$ cat config.mk
export PLATFORM = sky130hd
export DESIGN_NAME = mem_port_arbiter
export DESIGN_NICKNAME = d
export VERILOG_FILES = /design/src/rtl/mem_port_arbiter_pkg.sv /design/src/rtl/mem_port_arbiter_align.sv /design/src/rtl/mem_port_arbiter.sv
export SDC_FILE = /design/constraint.sdc
export NUM_CORES = 1
export LEC_CHECK = 0
export BUFFER_PORTS_ARGS = -buffer_cell sky130_fd_sc_hd__buf_2
export CORE_AREA = 2 2 218 220
export DETAILED_ROUTE_END_ITERATION = 10
export DIE_AREA = 0 0 220 222
export PLACE_DENSITY = 0.91
export SLEW_MARGIN = 10
export SYNTH_ARGS = -nofsm -noshare
export SYNTH_HDL_FRONTEND = slang
export SYNTH_SLANG_ARGS = --single-unit
$ cat constraint.sdc
create_clock -name clk -period 8.17 [get_ports clk]
set_input_delay 1.2255 -clock clk [delete_from_list [all_inputs] [get_ports clk]]
set_output_delay 1.2255 -clock clk [all_outputs]
set_load 0.005 [all_outputs]
$ cat src/rtl/mem_port_arbiter_pkg.sv
// Shared encodings, defaults and sizing helpers for the fetch/load-store RAM port arbiter.
package mem_port_arbiter_pkg;

    localparam int unsigned BUS_64 = 64;

    localparam logic [2:0] FUNCT3_LB  = 3'b000;
    localparam logic [2:0] FUNCT3_LH  = 3'b001;
    localparam logic [2:0] FUNCT3_LW  = 3'b010;
    localparam logic [2:0] FUNCT3_LD  = 3'b011;
    localparam logic [2:0] FUNCT3_LBU = 3'b100;
    localparam logic [2:0] FUNCT3_LHU = 3'b101;
    localparam logic [2:0] FUNCT3_LWU = 3'b110;

    localparam logic [63:0] RAM_BASE_DEFAULT  = 64'h0000_0000_8000_0000;
    localparam logic [63:0] RAM_WORDS_DEFAULT = 64'h0000_0000_0800_0000;

    typedef enum logic {
        GRANT_IF = 1'b0,
        GRANT_D  = 1'b1
    } grant_e;

    typedef struct packed {
        grant_e      grant;
        logic        we;
        logic [2:0]  funct3;
        logic [63:0] addr;
        logic [63:0] wdata;
        logic        err;
    } req_t;

    function automatic logic [3:0] size_bytes(input logic [1:0] sz);
        return 4'd1 << sz;
    endfunction

    function automatic logic [63:0] byte_mask(input logic [1:0] sz);
        logic [63:0] m;
        case (sz)
            2'd0:    m = 64'h0000_0000_0000_00FF;
            2'd1:    m = 64'h0000_0000_0000_FFFF;
            2'd2:    m = 64'h0000_0000_FFFF_FFFF;
            default: m = 64'hFFFF_FFFF_FFFF_FFFF;
        endcase
        return m;
    endfunction

    // An access needs a second beat when its bytes spill past the 8-byte word.
    function automatic logic two_beats(input logic [2:0] off, input logic [1:0] sz);
        return ({1'b0, off} + size_bytes(sz)) > 4'd8;
    endfunction

endpackage

$ cat src/rtl/mem_port_arbiter_align.sv
// Combinational lane steering: write data/mask placement across two words and load extraction/extension.
module mem_align
    import mem_port_arbiter_pkg::*;
(
    input  logic [2:0]  off_i,
    input  logic [2:0]  funct3_i,
    input  logic [63:0] wdata_i,
    input  logic [63:0] hi_i,
    input  logic [63:0] lo_i,
    output logic [63:0] w1_o,
    output logic [63:0] w2_o,
    output logic [63:0] m1_o,
    output logic [63:0] m2_o,
    output logic [63:0] rdata_o
);

    logic [6:0]   sh_s;
    logic [127:0] wshift_s;
    logic [127:0] mshift_s;
    logic [63:0]  r_s;

    assign sh_s = {1'b0, off_i, 3'b000};

    // Place sized store data and its mask, then pull the addressed bytes out of {hi,lo}.
    always_comb begin
        wshift_s = {64'd0, wdata_i & byte_mask(funct3_i[1:0])} << sh_s;
        mshift_s = {64'd0, byte_mask(funct3_i[1:0])} << sh_s;
        r_s      = 64'({hi_i, lo_i} >> sh_s);
    end

    assign w1_o = wshift_s[63:0];
    assign w2_o = wshift_s[127:64];
    assign m1_o = mshift_s[63:0];
    assign m2_o = mshift_s[127:64];

    // Truncate to the access size, then sign- or zero-extend.
    always_comb begin
        case (funct3_i)
            FUNCT3_LB:  rdata_o = {{56{r_s[7]}},  r_s[7:0]};
            FUNCT3_LH:  rdata_o = {{48{r_s[15]}}, r_s[15:0]};
            FUNCT3_LW:  rdata_o = {{32{r_s[31]}}, r_s[31:0]};
            FUNCT3_LBU: rdata_o = {56'd0, r_s[7:0]};
            FUNCT3_LHU: rdata_o = {48'd0, r_s[15:0]};
            FUNCT3_LWU: rdata_o = {32'd0, r_s[31:0]};
            default:    rdata_o = r_s;
        endcase
    end

endmodule

$ cat src/rtl/mem_port_arbiter.sv
// Round-robin arbiter sharing one 64-bit word-indexed RAM port between instruction fetch and load/store,
// splitting word-crossing accesses into two beats.
module mem_port_arbiter
    import mem_port_arbiter_pkg::*;
#(
    parameter logic [63:0] RAM_BASE  = RAM_BASE_DEFAULT,
    parameter logic [63:0] RAM_WORDS = RAM_WORDS_DEFAULT
) (
    input  logic              clk,
    input  logic              rst,
    input  logic              if_req,
    input  logic [BUS_64-1:0] if_addr,
    output logic              if_ack,
    output logic [31:0]       if_rdata,
    output logic              if_err,
    input  logic              d_req,
    input  logic              d_we,
    input  logic [BUS_64-1:0] d_addr,
    input  logic [2:0]        d_funct3,
    input  logic [BUS_64-1:0] d_wdata,
    output logic              d_ack,
    output logic [BUS_64-1:0] d_rdata,
    output logic              d_err,
    output logic              ram_en,
    output logic              ram_we,
    output logic [BUS_64-1:0] ram_idx,
    output logic [BUS_64-1:0] ram_wdata,
    output logic [BUS_64-1:0] ram_wmask,
    input  logic [BUS_64-1:0] ram_rdata
);

    localparam logic [1:0] ST_IDLE = 2'b00;
    localparam logic [1:0] ST_B1   = 2'b01;
    localparam logic [1:0] ST_B2   = 2'b10;
    localparam logic [1:0] ST_DONE = 2'b11;

    logic [1:0]  state_q, state_d;
    grant_e      last_grant_q, last_grant_d;
    req_t        req_q, req_d;
    logic [63:0] lo_q, lo_d;

    grant_e      sel_s;
    req_t        new_req_s;
    logic [64:0] rel_s;
    logic [64:0] last_rel_s;
    logic [63:0] idx_s;
    logic        two_beat_s;
    logic [63:0] hi_s, lo_sel_s;
    logic [63:0] w1_s, w2_s, m1_s, m2_s, ext_s;

    // Pick a requester and range-check its access before it is latched.
    always_comb begin
        if (if_req && d_req) begin
            sel_s = (last_grant_q == GRANT_IF) ? GRANT_D : GRANT_IF;
        end else if (d_req) begin
            sel_s = GRANT_D;
        end else begin
            sel_s = GRANT_IF;
        end
        new_req_s.grant = sel_s;
        if (sel_s == GRANT_D) begin
            new_req_s.addr   = d_addr;
            new_req_s.we     = d_we;
            new_req_s.funct3 = d_funct3;
            new_req_s.wdata  = d_wdata;
        end else begin
            new_req_s.addr   = if_addr;
            new_req_s.we     = 1'b0;
            new_req_s.funct3 = FUNCT3_LWU;
            new_req_s.wdata  = 64'd0;
        end
        rel_s      = {1'b0, new_req_s.addr} - {1'b0, RAM_BASE};
        last_rel_s = rel_s + {61'd0, size_bytes(new_req_s.funct3[1:0])} - 65'd1;
        new_req_s.err = (new_req_s.addr < RAM_BASE) ||
                        ((last_rel_s >> 3) >= {1'b0, RAM_WORDS});
    end

    assign idx_s      = (req_q.addr - RAM_BASE) >> 3;
    assign two_beat_s = two_beats(req_q.addr[2:0], req_q.funct3[1:0]);
    assign hi_s       = two_beat_s ? ram_rdata : 64'd0;
    assign lo_sel_s   = two_beat_s ? lo_q : ram_rdata;

    mem_align u_align (
        .off_i    (req_q.addr[2:0]),
        .funct3_i (req_q.funct3),
        .wdata_i  (req_q.wdata),
        .hi_i     (hi_s),
        .lo_i     (lo_sel_s),
        .w1_o     (w1_s),
        .w2_o     (w2_s),
        .m1_o     (m1_s),
        .m2_o     (m2_s),
        .rdata_o  (ext_s)
    );

    // Access sequencing; B2 captures the first beat's read data.
    always_comb begin
        state_d      = state_q;
        last_grant_d = last_grant_q;
        req_d        = req_q;
        lo_d         = lo_q;
        case (state_q)
            ST_IDLE: begin
                if (if_req || d_req) begin
                    req_d   = new_req_s;
                    state_d = new_req_s.err ? ST_DONE : ST_B1;
                end else begin
                    state_d = ST_IDLE;
                end
            end
            ST_B1:   state_d = two_beat_s ? ST_B2 : ST_DONE;
            ST_B2: begin
                lo_d    = ram_rdata;
                state_d = ST_DONE;
            end
            ST_DONE: begin
                last_grant_d = req_q.grant;
                state_d      = ST_IDLE;
            end
            default: state_d = ST_IDLE;
        endcase
    end

    // State and latched request; reset abandons any in-flight beat.
    always_ff @(posedge clk or posedge rst) begin
        if (rst) begin
            state_q      <= ST_IDLE;
            last_grant_q <= GRANT_IF;
            req_q        <= {$bits(req_t){1'b0}};
            lo_q         <= 64'd0;
        end else begin
            state_q      <= state_d;
            last_grant_q <= last_grant_d;
            req_q        <= req_d;
            lo_q         <= lo_d;
        end
    end

    // Outputs decode from the registered state so reset silences them at once.
    always_comb begin
        ram_en    = 1'b0;
        ram_we    = 1'b0;
        ram_idx   = 64'd0;
        ram_wdata = 64'd0;
        ram_wmask = 64'd0;
        if_ack    = 1'b0;
        if_err    = 1'b0;
        if_rdata  = 32'd0;
        d_ack     = 1'b0;
        d_err     = 1'b0;
        d_rdata   = 64'd0;
        case (state_q)
            ST_B1: begin
                ram_en    = 1'b1;
                ram_we    = req_q.we;
                ram_idx   = idx_s;
                ram_wdata = w1_s;
                ram_wmask = req_q.we ? m1_s : 64'd0;
            end
            ST_B2: begin
                ram_en    = 1'b1;
                ram_we    = req_q.we;
                ram_idx   = idx_s + 64'd1;
                ram_wdata = w2_s;
                ram_wmask = req_q.we ? m2_s : 64'd0;
            end
            ST_DONE: begin
                if (req_q.grant == GRANT_D) begin
                    d_ack   = 1'b1;
                    d_err   = req_q.err;
                    d_rdata = (req_q.err || req_q.we) ? 64'd0 : ext_s;
                end else begin
                    if_ack   = 1'b1;
                    if_err   = req_q.err;
                    if_rdata = req_q.err ? 32'd0 : ext_s[31:0];
                end
            end
            default: begin
                ram_en = 1'b0;
            end
        endcase
    end

endmodule

==> out/metrics.cfg, run 1 <==
[clock_tree]
cts_max_path_buffers=3
post_cts_resized=0
cts_setup_buffers=0
cts_tree=yes
hold_buffers=0
cts_root_buffer=clkbuf_16
clkTransAtPathRegs_ps=60
cts_sinks=201
h-tree-depth=1
numCtsBuffers=25
clk_latency_ps=600

[sta]
tns_ps=0
whs_ps=508
final.setup.worst_slack_ps=933
maxSlewViolCount=0
setup_viol=0
finClkSkew_ps=12.6
finalHoldViolCount=0
fmax_mhz=138
tightest_slew_ps=1210
finalCritPeriodShare_pct=88.6
relSlewSlack_pct=19.0
rsz0062_at_grt=no
min_period_ps=7240

[logic_synthesis]
synth_area_um2=24800
synth_edf_count=0
synth_area_per_cell_um2=7.70
synth_seq_cells=201
yosys_warnings=0
yosysMostFrequentCell=nand2_1
syn_inst=3217
synth-main-ff-cell=dfrtp_1
ys_types=105
yosysTopAreaCellShare_pct=20.3
synth_common_cells=305 x nand2_1, 269 x nor2_1, 258 x o21ai_0, 224 x mux2i_1, 201 x dfrtp_1
synthArstFlopShare_pct=100
synth_top_area_cell=dfrtp_1
ys_top_cells_by_area=dfrtp_1 20%, mux2i_1 9.1%, o21ai_0 5.2%
yosysSeqAreaShare_pct=20.3

[detailed_routing]
post-route-drc-count=0
wl_per_cell_um=25.4
dr.pass1.iters=8
postRouteAntennaNets=0
dr_total_vias=28300
drt-total-wl_mm=106
avgViaCountPerCell=6.77
drt-initial-drc-count=4306

[power]
p_sw_mw=5.91
p_comb_share_pct=69.3
power_density_nw_per_um2=388
power_leakage_nw=13.1
p_clk_share_pct=11.5
swShare_pct=53.9
vdd_drop_max_mv=0.523
power_report.internal_total_mw=5.05
pwr-share-seq_pct=19.2

[critical_path]
worstSetupEndpointType=output port
crit_fanout=32
arrival_ps=6010
crit_path_start_kind=register
critical_path_class=register to output port
crit_required_ps=6940

[floorplanning]
coreArea_um2=46300
initial_core_util_pct=53.5
die_x_um=220
boundaryPins=558
rows=79
die_height_um=222
die_area_um2=48800

[finish]
nNetsFinal=3906
finalNonFillerCells=4183
synthToLayoutAreaGrowth_pct=14.2
layout-drive-gt1-share_pct=23.7

[global_routing]
grt_pass1_wl_mm=158
grt_pass1_vias=25900
grt-ovfl-total=0
grt.total_usage_pct=41.7
grt_max_degree=196
antenna_found_initial=17

[worst_hold_path]
hold_class=register to register

[place]
io_buffers=555
place_hpwl_mm=80.3
numPlacedInstances=4124
dp_worst_setup_slack_ps=1070
place.gp.congestion=1.09

[outcome]
status=complete, no violations

[job]
max-cap-violations=0

==> cell usage in the layout, fill, tap and decap left out, types with 21 or more instances in the layout <==
master     count
inv_1        105
dfrtp_1      198
a22o_1        71
o21a_1        44
a211oi_1      40
and2_1        96
o22ai_1       51
buf_4         41
o211ai_1      25
or3_1         24
and3_1        30
nand4_1       46
clkbuf_16     25
buf_2        555
a21o_1        37
a21oi_1      186
xnor2_1       41
ha_1          96
mux2_2       100
a22oi_1       37
nor3_1        68
o21ai_0      258
nand3_1       79
nand2_1      303
nor2b_1       66
xor2_1        32
a31oi_1       60
nor2_1       269
mux4_2        37
nand2b_1      21
mux2i_1      224
==> power by group through the flow <==
stage	clock network, mW	logic (mW)	registers, mW
final	1.26	7.60	2.10
after global routing	1.31	8.08	2.14
after CTS	1.26	7.31	2.05
after detailed placement	0	7.25	2.06
after global placement	0	7.17	2.03
after floorplan	0	5.42	1.75
==> through the flow <==
step	total power [mW]	util [%]	cell area [µm²]
after global routing	11.5	61.1	28300
after floorplan	7.18	-	24800
final	11.0	61.1	28300
after CTS	10.6	61.0	28200
after global placement	9.20	59.1	27300
after detailed placement	9.31	59.1	27300
==> area by class of cell <==
cell class              count  area, µm²
flip-flops and latches    201       5040
multi-input cells        2610      18000
inverters                 109        417
well taps                 607        759
clock inverters            17        234
fillers                  4120      18000
clock buffers              29        681
diodes                     13       32.5
repair buffers            597       3110
==> cell families (layout without fill, tap and decap cells) <==
group	Yosys count	after routing	synth area share, %
adders and majority gates	98	98	4.98
AOI/OAI and AO/OA	967	967	25.6
other	1	15	0.0151
buffers and inverters	407	752	7.25
DFF	201	201	20.3
muxes	362	362	17.0
and+or+nand+nor	1108	1108	22.2
xor gates and xnor gates	73	73	2.58
==> flip-flops by register name, summed over array words and instances, names as in the netlist <==
name          count
lo_q             64
last_grant_q      1
req_q           134
state_q           2
==> final timing paths <==
path	to	cells after the start	from	slack (ps)
min reg2reg	lo_q[2]$_DFFE_PP0P_	1	lo_q[2]$_DFFE_PP0P_	510
max reg2reg	req_q[0]$_DFFE_PP0P_	16	last_grant_q$_DFFE_PP0P_	1750
min in group asynchronous	req_q[74]$_DFFE_PP0P_	2	rst	870
min	lo_q[2]$_DFFE_PP0P_	1	lo_q[2]$_DFFE_PP0P_	510
max	d_rdata[38]	17	req_q[130]$_DFFE_PP0P_	930
max in group asynchronous	req_q[66]$_DFFE_PP0P_	3	rst	5680
==> worst max-delay path, stage by stage, from the launching register on <==
cell and delay [ps]:
dfrtp_1 380, or2_2 310, inv_1 340, ha_1 250, inv_1 60, fa_1 370
xor2_1 140, nand3_1 200, nand2_4 300, mux2i_1 180, mux4_2 530, mux2_2 320
or3_1 560, nand2_1 550, o21ai_2 110, buf_4 300, a21oi_1 310, buf_2 180
==> layer usage <==
metal | global-route usage [%] | part of all wire, % | up-vias | wire length [µm]
li1 | - | - | 12500 | -
met4 | 26.4 | 7.7 | 6 | 8180
met1 | 52.0 | 36 | 13200 | 38600
met2 | 63.5 | 44 | 2149 | 46300
met3 | 11.2 | 12 | 486 | 13000
met5 | 0.404 | 0.030 | - | 32
Note: power is estimated with default switching activity, not from simulation.
==> run 2, diff against run 1 <==
--- a/config.mk
+++ b/config.mk
@@ -10,6 +10,7 @@
 export DETAILED_ROUTE_END_ITERATION = 10
 export DIE_AREA = 0 0 220 222
 export PLACE_DENSITY = 0.91
+export REMOVE_ABC_BUFFERS = 1
 export SLEW_MARGIN = 10
 export SYNTH_ARGS = -nofsm -noshare
 export SYNTH_HDL_FRONTEND = slang
==> run 2 against run 1 <==
  * Final cell count about the same
  * Critical endpoint is now d_rdata[63]
  * Worst hold slack got worse by 2.6 ps
  * Highest routed layer unchanged
  * Largest cell class unchanged
  * Critical path depth did not move
  * Setup slack worse by 330 ps
  * Via count fell by 0.70%
==> out/metrics.cfg, run 2 (synthesis results as in run 1) <==
[critical_path]
critical_path_class=register to output port  ; unchanged
crit_required_ps=6940  ; about the same
cpLargestDelayFamily=simple AND/OR/NAND/NOR gates  ; unchanged
cpMostUsedCell=inv_1  ; unchanged
arrival_ps=6340  ; was 6010 ps
reg2reg_depth=17  ; was 16
r2r_start=last_grant_q$_DFFE_PP0P_  ; unchanged
worstSetupEndpointType=output port  ; unchanged
slowest_delay_ps=670  ; was 560 ps
cp_cell_sequence=or2_2, inv_1, ha_1, inv_1, fa_1, xor2_1, nand3_1, nand2_4, mux2i_1, mux4_2, mux2_2, or3_1, nand2_1, o21ai_2, buf_4, a21oi_1, buf_2  ; unchanged
rr_endpoint=req_q[0]$_DFFE_PP0P_  ; unchanged
crit_fanout=32  ; unchanged
ff2ff_setup_slack_ps=1760  ; was 1750 ps
slowest_stage=nand2_1  ; was or3_1
path_buf_inv=4  ; unchanged
crit_path_start_kind=register  ; unchanged

[detailed_routing]
dr_total_vias=28100  ; was 28300
avgViaCountPerCell=6.73  ; was 6.77
postRouteAntennaNets=0  ; unchanged
drt-initial-drc-count=4403  ; was 4306
wl_per_cell_um=24.4  ; was 25.4 µm
drt-total-wl_mm=102  ; was 106 mm
post-route-drc-count=0  ; unchanged
dr.pass1.iters=7  ; was 8

[sta]
tightest_slew_ps=1220  ; was 1210 ps
rsz0062_at_grt=no  ; unchanged
fmax_mhz=132  ; was 138 MHz
maxSlewViolCount=0  ; unchanged
finClkSkew_ps=20.9  ; was 12.6 ps
finalCritPeriodShare_pct=92.6  ; was 88.6%
relSlewSlack_pct=18.2  ; was 19.0%
min_period_ps=7570  ; was 7240 ps
finalHoldViolCount=0  ; unchanged
setup_viol=0  ; unchanged

[clock_tree]
post_cts_resized=0  ; unchanged
clk_latency_ps=590  ; was 600 ps
cts_tree=yes  ; unchanged
hold_buffers=0  ; unchanged
cts_setup_buffers=0  ; unchanged
h-tree-depth=1  ; unchanged
cts_root_buffer=clkbuf_16  ; unchanged
cts_sinks=201  ; unchanged
clkTransAtPathRegs_ps=60  ; about the same
numCtsBuffers=26  ; was 25
cts_max_path_buffers=3  ; unchanged

[place]
numPlacedInstances=4126  ; was 4124
io_buffers=555  ; unchanged
place_hpwl_mm=75.5  ; was 80.3 mm
place.gp.congestion=1.06  ; was 1.09

[power]
power_density_nw_per_um2=385  ; was 388 nW/µm²
vdd_drop_max_mv=0.379  ; was 0.523 mV
total_power_mw=10.9  ; was 11.0 mW
power_leakage_nw=13.2  ; was 13.1 nW

[worst_hold_path]
hold_class=register to register  ; unchanged
hold_path_end=lo_q[13]$_DFFE_PP0P_  ; was lo_q[2]$_DFFE_PP0P_
min-delay-start=lo_q[13]$_DFFE_PP0P_  ; was lo_q[2]$_DFFE_PP0P_
holdPathStages=1  ; unchanged

[floorplanning]
rows=79  ; unchanged
coreArea_um2=46300  ; unchanged
die_area_um2=48800  ; unchanged
die_x_um=220  ; unchanged
boundaryPins=558  ; unchanged
die_height_um=222  ; unchanged
initial_core_util_pct=53.5  ; unchanged

[finish]
top_regs=req_q (134), lo_q (64), state_q (2)  ; unchanged
top_register=req_q  ; unchanged
layout-drive-gt1-share_pct=23.7  ; about the same
synthToLayoutAreaGrowth_pct=14.5  ; was 14.2%
final_common_cell=buf_2  ; unchanged
largest_register_ffs=134  ; unchanged
finalNonFillerCells=4181  ; was 4183
nNetsFinal=3909  ; was 3906
layout_common_cells=555 x buf_2, 302 x nand2_1, 269 x nor2_1  ; was 555 x buf_2, 303 x nand2_1, 269 x nor2_1

[global_routing]
grt-ovfl-total=0  ; unchanged
grt_max_degree=129  ; was 196
antenna_found_initial=9  ; was 17
grt.total_usage_pct=39.7  ; was 41.7%
grt_pass1_wl_mm=152  ; was 158 mm
grt_pass1_vias=26000  ; was 25900

[outcome]
status=complete, no violations  ; unchanged

[job]
max-cap-violations=0  ; unchanged

## run 2: cell type report
class                           count  area, µm²
Sequential cell                   201       5040
Clock inverter                     12        234
Timing Repair Buffer              599       3120
Clock buffer                       36        748
Tap cell                          607        759
Fill cell                        4001      17900
Inverter                          109        419
Multi-Input combinational cell   2610      18000
Antenna cell                        7       17.5
## run 2: how the worst max path moves through the flow
stage	from	to	slack (ps)	depth (start not counted)
6_report	req_q[130]$_DFFE_PP0P_	d_rdata[63]	600	17
5_1_grt	req_q[130]$_DFFE_PP0P_	d_rdata[63]	440	17
4_1_cts	req_q[130]$_DFFE_PP0P_	d_rdata[63]	830	17
3_5_place_dp	d_req	req_q[0]$_DFFE_PP0P_	1110	18
3_3_place_gp	d_req	req_q[0]$_DFFE_PP0P_	820	18
2_1_floorplan	req_q[66]$_DFFE_PP0P_	d_rdata[32]	-3720	12
## run 2: layer usage
metal,share of wire (%),global-route usage [%],up-vias
met5,0.045,0,-
li1,-,-,12500
met3,12,10.4,460
met4,5.7,18.9,6
met1,37,50.0,13100
met2,45,63.0,2097
## run 2: stage by stage
| stage | hold WS (ps) | utilization, % | TNS (ps) | setup WS [ps] | cell area (µm²) |
|---|---|---|---|---|---|
| 6_report | 505 | 61.3 | 0 | 602 | 28300 |
| 3_3_place_gp | 484 | 59.1 | 0 | 818 | 27300 |
| 4_1_cts | 507 | 61.2 | 0 | 828 | 28300 |
| 3_5_place_dp | 495 | 59.1 | 0 | 1110 | 27300 |
| 2_1_floorplan | 464 | - | -295510 | -3720 | 23400 |
| 5_1_grt | 517 | 61.3 | 0 | 437 | 28300 |
## run 2: report_power, final
| part | leakage, nW | total [mW] | switching (mW) | internal, mW |
|---|---|---|---|---|
| Combinational | 10.2 | 7.49 | 4.64 | 2.86 |
| Sequential | 2.47 | 2.07 | 0.612 | 1.46 |
| Clock | 0.473 | 1.34 | 0.509 | 0.830 |
| Total | 13.2 | 10.9 | 5.76 | 5.14 |
## run 2: worst reg2reg max path: stages (launching register included)
cell and delay [ps]:
dfrtp_1 410, a21boi_4 240, buf_12 400, buf_4 400, mux2i_1 410, inv_1 90
ha_1 520, inv_1 200, o31ai_1 1020, o21bai_1 280, a211oi_1 220, nor4_1 310
a21oi_2 50, or4_4 560, a2111oi_4 350, nand4b_1 200, nor4_2 480, a31oi_1 140
